File: src/rtl/mem_lsu.sv
// rtl/mem_lsu.sv - memory-stage load/store unit driving a byte-serial shared RAM port
module mem_lsu #(
    parameter int ADDR_WIDTH  = 32,
    parameter int RAM_LATENCY = 1
) (
    input  logic                  clk,
    input  logic                  rst,
    input  logic                  valid_i,
    input  logic [3:0]            op_i,
    input  logic [ADDR_WIDTH-1:0] addr_i,
    input  logic [31:0]           store_data_i,
    input  logic [31:0]           rd_data_i,
    input  logic [4:0]            rd_addr_i,
    input  logic                  rd_enable_i,
    output logic [31:0]           rd_data_o,
    output logic [4:0]            rd_addr_o,
    output logic                  rd_enable_o,
    output logic                  stall_o,
    output logic                  mem_req_o,
    input  logic                  mem_gnt_i,
    output logic [ADDR_WIDTH-1:0] ram_addr_o,
    output logic                  ram_we_o,
    output logic [7:0]            ram_dout_o,
    input  logic [7:0]            ram_din_i
);
    localparam logic [1:0] S_IDLE  = 2'd0;
    localparam logic [1:0] S_XFER  = 2'd1;
    localparam logic [1:0] S_DRAIN = 2'd2;
    localparam logic [1:0] S_DONE  = 2'd3;

    localparam logic [3:0] OP_LB  = 4'd1;
    localparam logic [3:0] OP_LH  = 4'd2;
    localparam logic [3:0] OP_LW  = 4'd3;
    localparam logic [3:0] OP_LBU = 4'd4;
    localparam logic [3:0] OP_LHU = 4'd5;
    localparam logic [3:0] OP_SB  = 4'd6;
    localparam logic [3:0] OP_SH  = 4'd7;
    localparam logic [3:0] OP_SW  = 4'd8;

    logic [1:0]            state;
    logic [ADDR_WIDTH-1:0] base_addr;
    logic [3:0]            op_q;
    logic [31:0]           sdata;
    logic [2:0]            n_q;
    logic [2:0]            k;
    logic [31:0]           asm_q;
    logic                  sr_valid [RAM_LATENCY];
    logic [1:0]            sr_idx   [RAM_LATENCY];

    function automatic logic [2:0] size_of(input logic [3:0] op);
        case (op)
            OP_LB, OP_LBU, OP_SB: size_of = 3'd1;
            OP_LH, OP_LHU, OP_SH: size_of = 3'd2;
            OP_LW, OP_SW:         size_of = 3'd4;
            default:              size_of = 3'd0;
        endcase
    endfunction

    logic in_is_mem;
    logic is_store_q;
    logic xfer;
    logic beat_fire;
    logic last_beat;
    logic drain_busy;
    logic [31:0] load_result;

    assign in_is_mem  = (size_of(op_i) != 3'd0);
    assign is_store_q = (op_q == OP_SB) || (op_q == OP_SH) || (op_q == OP_SW);
    assign xfer       = (state == S_XFER) && !rst;
    assign beat_fire  = xfer && mem_gnt_i;
    assign last_beat  = (k == n_q - 3'd1);

    // Entries still travelling behind the one that exits this cycle.
    always_comb begin
        drain_busy = 1'b0;
        for (int i = 0; i < RAM_LATENCY - 1; i++) begin
            drain_busy = drain_busy | sr_valid[i];
        end
    end

    always_ff @(posedge clk) begin
        if (rst) begin
            for (int i = 0; i < RAM_LATENCY; i++) begin
                sr_valid[i] <= 1'b0;
                sr_idx[i]   <= 2'd0;
            end
        end else begin
            sr_valid[0] <= beat_fire && !is_store_q;
            sr_idx[0]   <= k[1:0];
            for (int i = 1; i < RAM_LATENCY; i++) begin
                sr_valid[i] <= sr_valid[i-1];
                sr_idx[i]   <= sr_idx[i-1];
            end
        end
    end

    always_ff @(posedge clk) begin
        if (rst) begin
            state     <= S_IDLE;
            base_addr <= '0;
            op_q      <= 4'd0;
            sdata     <= 32'd0;
            n_q       <= 3'd0;
            k         <= 3'd0;
            asm_q     <= 32'd0;
        end else begin
            case (state)
                S_IDLE: begin
                    if (valid_i && in_is_mem) begin
                        base_addr <= addr_i;
                        op_q      <= op_i;
                        sdata     <= store_data_i;
                        n_q       <= size_of(op_i);
                        k         <= 3'd0;
                        asm_q     <= 32'd0;
                        state     <= S_XFER;
                    end
                end
                S_XFER: begin
                    if (mem_gnt_i) begin
                        k <= k + 3'd1;
                        if (last_beat) begin
                            state <= is_store_q ? S_DONE : S_DRAIN;
                        end
                    end
                end
                S_DRAIN: begin
                    if (!drain_busy) begin
                        state <= S_DONE;
                    end
                end
                default: state <= S_IDLE;
            endcase
            if (sr_valid[RAM_LATENCY-1]) begin
                asm_q[{sr_idx[RAM_LATENCY-1], 3'b000} +: 8] <= ram_din_i;
            end
        end
    end

    always_comb begin
        case (op_q)
            OP_LB:   load_result = {{24{asm_q[7]}}, asm_q[7:0]};
            OP_LH:   load_result = {{16{asm_q[15]}}, asm_q[15:0]};
            OP_LBU:  load_result = {24'd0, asm_q[7:0]};
            OP_LHU:  load_result = {16'd0, asm_q[15:0]};
            default: load_result = asm_q;
        endcase
    end

    always_comb begin
        rd_data_o = 32'd0;
        if (!rst) begin
            case (state)
                S_IDLE:  rd_data_o = (valid_i && in_is_mem) ? 32'd0 : rd_data_i;
                S_DONE:  rd_data_o = is_store_q ? rd_data_i : load_result;
                default: rd_data_o = 32'd0;
            endcase
        end
    end

    assign stall_o     = !rst && (((state == S_IDLE) && valid_i && in_is_mem) ||
                                  (state == S_XFER) || (state == S_DRAIN));
    assign rd_addr_o   = rd_addr_i;
    assign rd_enable_o = rd_enable_i;
    assign mem_req_o   = xfer;
    assign ram_we_o    = beat_fire && is_store_q;
    assign ram_addr_o  = xfer ? base_addr + {{(ADDR_WIDTH-3){1'b0}}, k} : '0;
    assign ram_dout_o  = (xfer && is_store_q) ? sdata[{k[1:0], 3'b000} +: 8] : 8'd0;
endmodule

File: config.mk
export PLATFORM = sky130hd
export DESIGN_NAME = mem_lsu
export DESIGN_NICKNAME = d
export VERILOG_FILES = /design/src/rtl/mem_lsu.sv
export SDC_FILE = /design/constraint.sdc
export NUM_CORES = 1
export LEC_CHECK = 0
export CAP_MARGIN = 20
export CORE_ASPECT_RATIO = 1.1
export CORE_MARGIN = 4
export CORE_UTILIZATION = 50
export CTS_CLUSTER_DIAMETER = 40
export DETAILED_ROUTE_END_ITERATION = 12
export DONT_BUFFER_PORTS = 1
export HOLD_SLACK_MARGIN = 0.08
export PLACE_DENSITY = 0.66
export SLEW_MARGIN = 20
export SYNTH_ARGS = -nofsm -noshare
export SYNTH_HDL_FRONTEND = slang
export SYNTH_SLANG_ARGS = --single-unit
File: constraint.sdc
create_clock -name clk -period 2.9 [get_ports clk]
set_input_delay 0.58 -clock clk [delete_from_list [all_inputs] [get_ports clk]]
set_output_delay 0.58 -clock clk [all_outputs]
set_load 0.01 [all_outputs]
# Word-level counts from Yosys, hierarchy flattened
# Memories as Yosys holds them, arrays and structs flattened. A register that Yosys moved wholly into a read port is not among the register bits.
# Cells that the tools add are included.
# Widths: inputs -> output; s select.
[word_totals]
out_inout_bits = 81
mem_bits_ro = 96
mem_bits_rw = 3
n_memories = 4
register_bits = 105
wordCells = 81
[op_classes]
n_shift = 3
addsub = 4
n_mux = 27
n_eq_ne = 14
reduce_logical = 23
[mem_list]
columns = ["memory", "words", "width", "rd", "rd_clocked_by_memory_dff", "write_ports", "line_no", "source"]
rows = [
  ["(name not given)", 16, 3, 1, 1, 0, "51", "case (op)"],
  ["(name not given)", 16, 3, 1, 0, 0, "51", ""],
  ["sr_idx", 1, 2, 1, 0, 1, "48", "logic [1:0] sr_idx [RAM_LATENCY];"],
  ["sr_valid", 1, 1, 1, 0, 1, "47", "logic sr_valid [RAM_LATENCY];"],
]
[op_table]
columns = ["operator", "n"]
rows = [
  ["$mux 32", 8],
  ["$pmux 32 s4", 1],
  ["$pmux 32 s2", 1],
  ["$add 32x3->32", 1],
  ["$bwmux 32", 1],
  ["$shift 8x7->32 const A", 1],
  ["$shiftx 32x6->8", 1],
  ["$shiftx 8x7->32", 1],
  ["$eq 4x3->1 const B", 4],
  ["$logic_and 1x1->1", 9],
  ["$mux 2", 4],
  ["$mux 8", 1],
  ["$mux 1", 7],
  ["$neg 5->7", 1],
  ["$mux 3", 2],
  ["$ne 2x2->1 const B", 3],
  ["$pmux 2 s3", 1],
  ["$pmux 3 s2", 1],
  ["$reduce_and 3->1", 2],
  ["$eq 2x2->1 const B", 2],
  ["$eq 4x1->1 const B", 1],
  ["$eq 4x2->1 const B", 1],
  ["$eq 4x4->1 const B", 1],
  ["$logic_or 1x1->1", 4],
  ["11 further kinds", 12],
]

# Logic depth before layout (Yosys ltp)
# An unclocked memory read counts as a cell.
[logic_depth]
word_depth = 8
depth_mapped = 8
ltp_nobuf = 7

# Worst setup path before layout
# No wires, ideal clock.
[synth_path]
kind = "input-to-output"
from = "in op_i[0]"
to = "out rd_data_o[21]"
path_buffers = 2
path_stages = 7
slack_ps = 269
arrival_ps = 2051
path_cell_list = "buf_6 or4_4 a31oi_4 a21o_4 buf_6 nand2_1 a21oi_1"
[synth_via]
elab_chain_len = 6
[synth_rtl]
columns = ["element", "line_no", "source"]
rows = [
  ["from (decl)", "9", "input logic [3:0] op_i,"],
  ["$mem_v2 16x3", "--", ""],
  ["$reduce_bool 3->1", "67", "assign in_is_mem = (size_of(op_i) != 3'd0);"],
  ["$logic_and 1x1->1", "154", "S_IDLE: rd_data_o = (valid_i && in_is_mem) ? 32'd0 : rd_data_i;"],
  ["$mux 32", "154", ""],
  ["$pmux 32 s2", "153", "case (state)"],
  ["$mux 32", "152", "if (!rst) begin"],
  ["to (decl)", "15", "output logic [31:0] rd_data_o,"],
]
# Every way passes these cells.

# Worst setup path after layout
[layout_path]
from = "reg base_addr[19]"
to = "out ram_addr_o[27]"
[layout_via]
elab_chain_len = 2
[layout_rtl]
columns = ["element", "line_no", "source"]
rows = [
  ["from (decl)", "41", "logic [ADDR_WIDTH-1:0] base_addr;"],
  ["from (signal assigned)", "110", "base_addr <= addr_i;"],
  ["$add 32x3->32", "167", "assign ram_addr_o = xfer ? base_addr + {{(ADDR_WIDTH-3){1'b0}}, k} : '0;"],
  ["$mux 32", "167", ""],
  ["to (decl)", "21", "output logic [ADDR_WIDTH-1:0] ram_addr_o,"],
]
# Every way passes these cells.

==> impl_metrics.yaml <==
status:
  status: "finished clean"
global_routing:
  overflow: 0
  grt_pass1_wl_um: 26250
  grt_max_degree: 114
  grt_antenna_before_repair: 0
  grtUsageTotal_pct: 22.14
  grt_pass1_vias: 5335
detailed_routing:
  ant_nets: 0
  wl_um: 16480
  dr.max_layer_used: "met4"
  wl_met3_um: 1247
  vias: 5639
  firstDrtPassIters: 5
  drc: 0
  viasPerCell: 5.911
  drtIter0Drc: 303
  routedWlPerCell_um: 17.28
  dr_wl_met2_um: 8110
  wl_met1_um: 6847
layout:
  drive_above_1_share_pct: 11.13
  n_antenna_cell: 0
  final_cells: 954
  fin_nets: 929
  syn2layout_area_growth_pct: 6.752
place:
  io_buffers: 0
  placedCellCount: 933
  place_ws_ns: 0.2532
  gp_congestion: 0.8221
  dp_hpwl_um: 11980
sta:
  tns_ns: 0
  rsz0062_at_grt: "true"
  max_clock_freq_ghz: 0.3507
  period_needed_ns: 2.852
  holdWs_ns: 0.2939
  clock_skew_ns: 0.01037
  slew_violations: 0
  worst_pin_slew_ns: 0.7880
  maxSlewHeadroom_pct: 47.03
  hold_viol_final: 0
  timing.final.crit_share_pct: 98.33
  layout_setup_ws_ns: 0.04829
  setup_viol: 0
power_and_ir_drop:
  max-vdd-ir-drop_mv: 0.3669
  p_leak_nw: 2.317
  p_total_w: 0.004241
  power.density_mw_per_mm2: 628.8
clocking:
  clock_latency_ns: 0.35
  cts.htree.levels: 3
  hold_buffers: 0
  cts.clk_slew.worst_paths_ns: 0.07
  cts_root_buffer: "clkbuf_16"
  clockBufferDepth: 2
  cts_sinks: 111
  cts_tree: "built"
  cts_buffers: 9
synthesis:
  syn-num-nets: 961
  yosysMostFrequentCell: "nand2_1"
  synth_cell_type_count: 60
  ys_warn_count: 0
  synth.top_cells.by_area: "dfxtp_1 (35%), nand2_1 (11%), a21oi_1 (8.7%)"
  ys.flop_type: "dfxtp_1"
  ys_seq_area_share_pct: 35.17
  synthDominantAreaCellType: "dfxtp_1"
  avgSynthCellArea_um2: 7.640
  synth_top_cells_by_count: "nand2_1 (177), dfxtp_1 (111), a21oi_1 (110)"
  synth-seq-cells: 111
  netlist_area_mm2: 0.006319
  yosys.area.top_type_share_pct: 35.17
  synth-edff-count: 0
  synth-async-reset-ratio_pct: 0
  syn-instance-count: 827
setup_path:
  cp-end-kind: "output pin"
  worstPathRequired_ns: 2.32
  worstPathMaxFanout: 7
  arrival_ns: 2.27
  startpoint_type: "flop"
  critical_path_class: "reg -> out"
run:
  max-cap-violations: 0
die:
  start_util_pct: 51.83
  fp-row-count: 42
  die_h_um: 125.9
  die_area_mm2: 0.01450
  ios: 199
  core_mm2: 0.01219
  fp.dieW_um: 115.2
min_path:
  hp-class: "in -> reg"
## cell type report
type	instances	area [um2]
clock buffers	9	225.2
clock inverters	7	78.83
fillers	1182	5446
inverters	13	48.80
multi-input cells	638	3791
flip-flops and latches	111	2230
well taps	154	192.7
repair buffers	22	178.9
## path summary, 6_finish.rpt
kind,startpoint,endpoint,slack (ns),depth (start not counted)
setup / recovery,base_addr[19]$_SDFFE_PP0P_,ram_addr_o[27],0.05,5
hold / removal,rst,sdata[23]$_SDFFE_PP0P_,0.29,1
setup reg to reg,state[0]$_SDFFE_PP0P_,base_addr[31]$_SDFFE_PP0P_,0.72,6
hold reg to reg,sdata[21]$_SDFFE_PP0P_,sdata[21]$_SDFFE_PP0P_,0.45,2
## metal layers
metal,vias to the layer above,global-route usage (%)
met5,-,0
met4,0,7.804
met3,19,5.182
met2,210,37.87
met1,2618,26.99
li1,2792,-
## registers in the layout, summed over array words and instances, names as in the netlist
register / cells
sdata: 32
op_q: 4
sr_valid: 1
k: 3
state: 2
asm_q: 32
n_q: 3
sr_idx: 2
base_addr: 32
## critical path, cell delays in order, from the launching register on
cell,delay [ns]
dfxtp_1,0.43
and4_1,0.29
nand4_1,0.21
or2_2,0.38
or3_1,0.35
a21oi_1,0.27
## placed cells by master, fill, tap and decap left out, types with 3 or more instances in the layout
cell type,synthesis,final
and3_1,14,14
mux4_2,8,8
a21oi_1,110,108
dfxtp_1,111,105
inv_6,0,3
nor2b_1,6,6
nor2_1,91,89
clkinvlp_4,0,3
a22oi_1,41,41
nand3_1,18,18
nor3_1,14,13
xnor2_1,14,14
and2_1,11,11
o21a_1,4,4
inv_1,13,13
buf_4,7,19
clkbuf_16,0,9
o221ai_1,7,7
or3_1,24,24
nand2_1,177,177
nand4_1,9,9
xor2_1,9,9
o21ai_0,10,10
ha_1,15,14
a21o_1,4,3
mux2_2,8,8
dfxtp_2,0,6
a21oi_4,4,4
## logic make-up (layout without fill, tap and decap cells)
logic type	after synthesis	after routing	share of synthesized area, %
adders and majority gates	16	16	3.287
xor gates and xnor gates	24	24	3.545
AOI/OAI and AO/OA	193	193	19.39
and+or+nand+nor	388	388	28.20
buffers and inverters	78	51	5.980
muxes	17	17	4.436
DFF	111	111	35.17
## metrics by stage
| step | utilization [%] | cell area, um2 |
|---|---|---|
| floorplan | - | 6319 |
| global placement | 51.93 | 6331 |
| global route | 55.33 | 6745 |
| finish | 55.33 | 6745 |
| CTS | 54.57 | 6653 |
| detailed placement | 51.93 | 6331 |
## power by group
group	total (W)	switching, W	internal, W
Combinational	0.00119	0.000768	0.000419
Sequential	0.00179	0.000132	0.00166
Clock	0.00126	0.000584	0.000680
## what timing repair did
| item | CTS | global route |
|---|---|---|
| endpoints found under the setup margin | 11 | 34 |
| resized for setup | 4 | 17 |
| gates cloned | 0 | 1 |
| pin swaps | 1 | 6 |
| buffers inserted | 1 | 3 |
(Power assumes the default switching activity.)
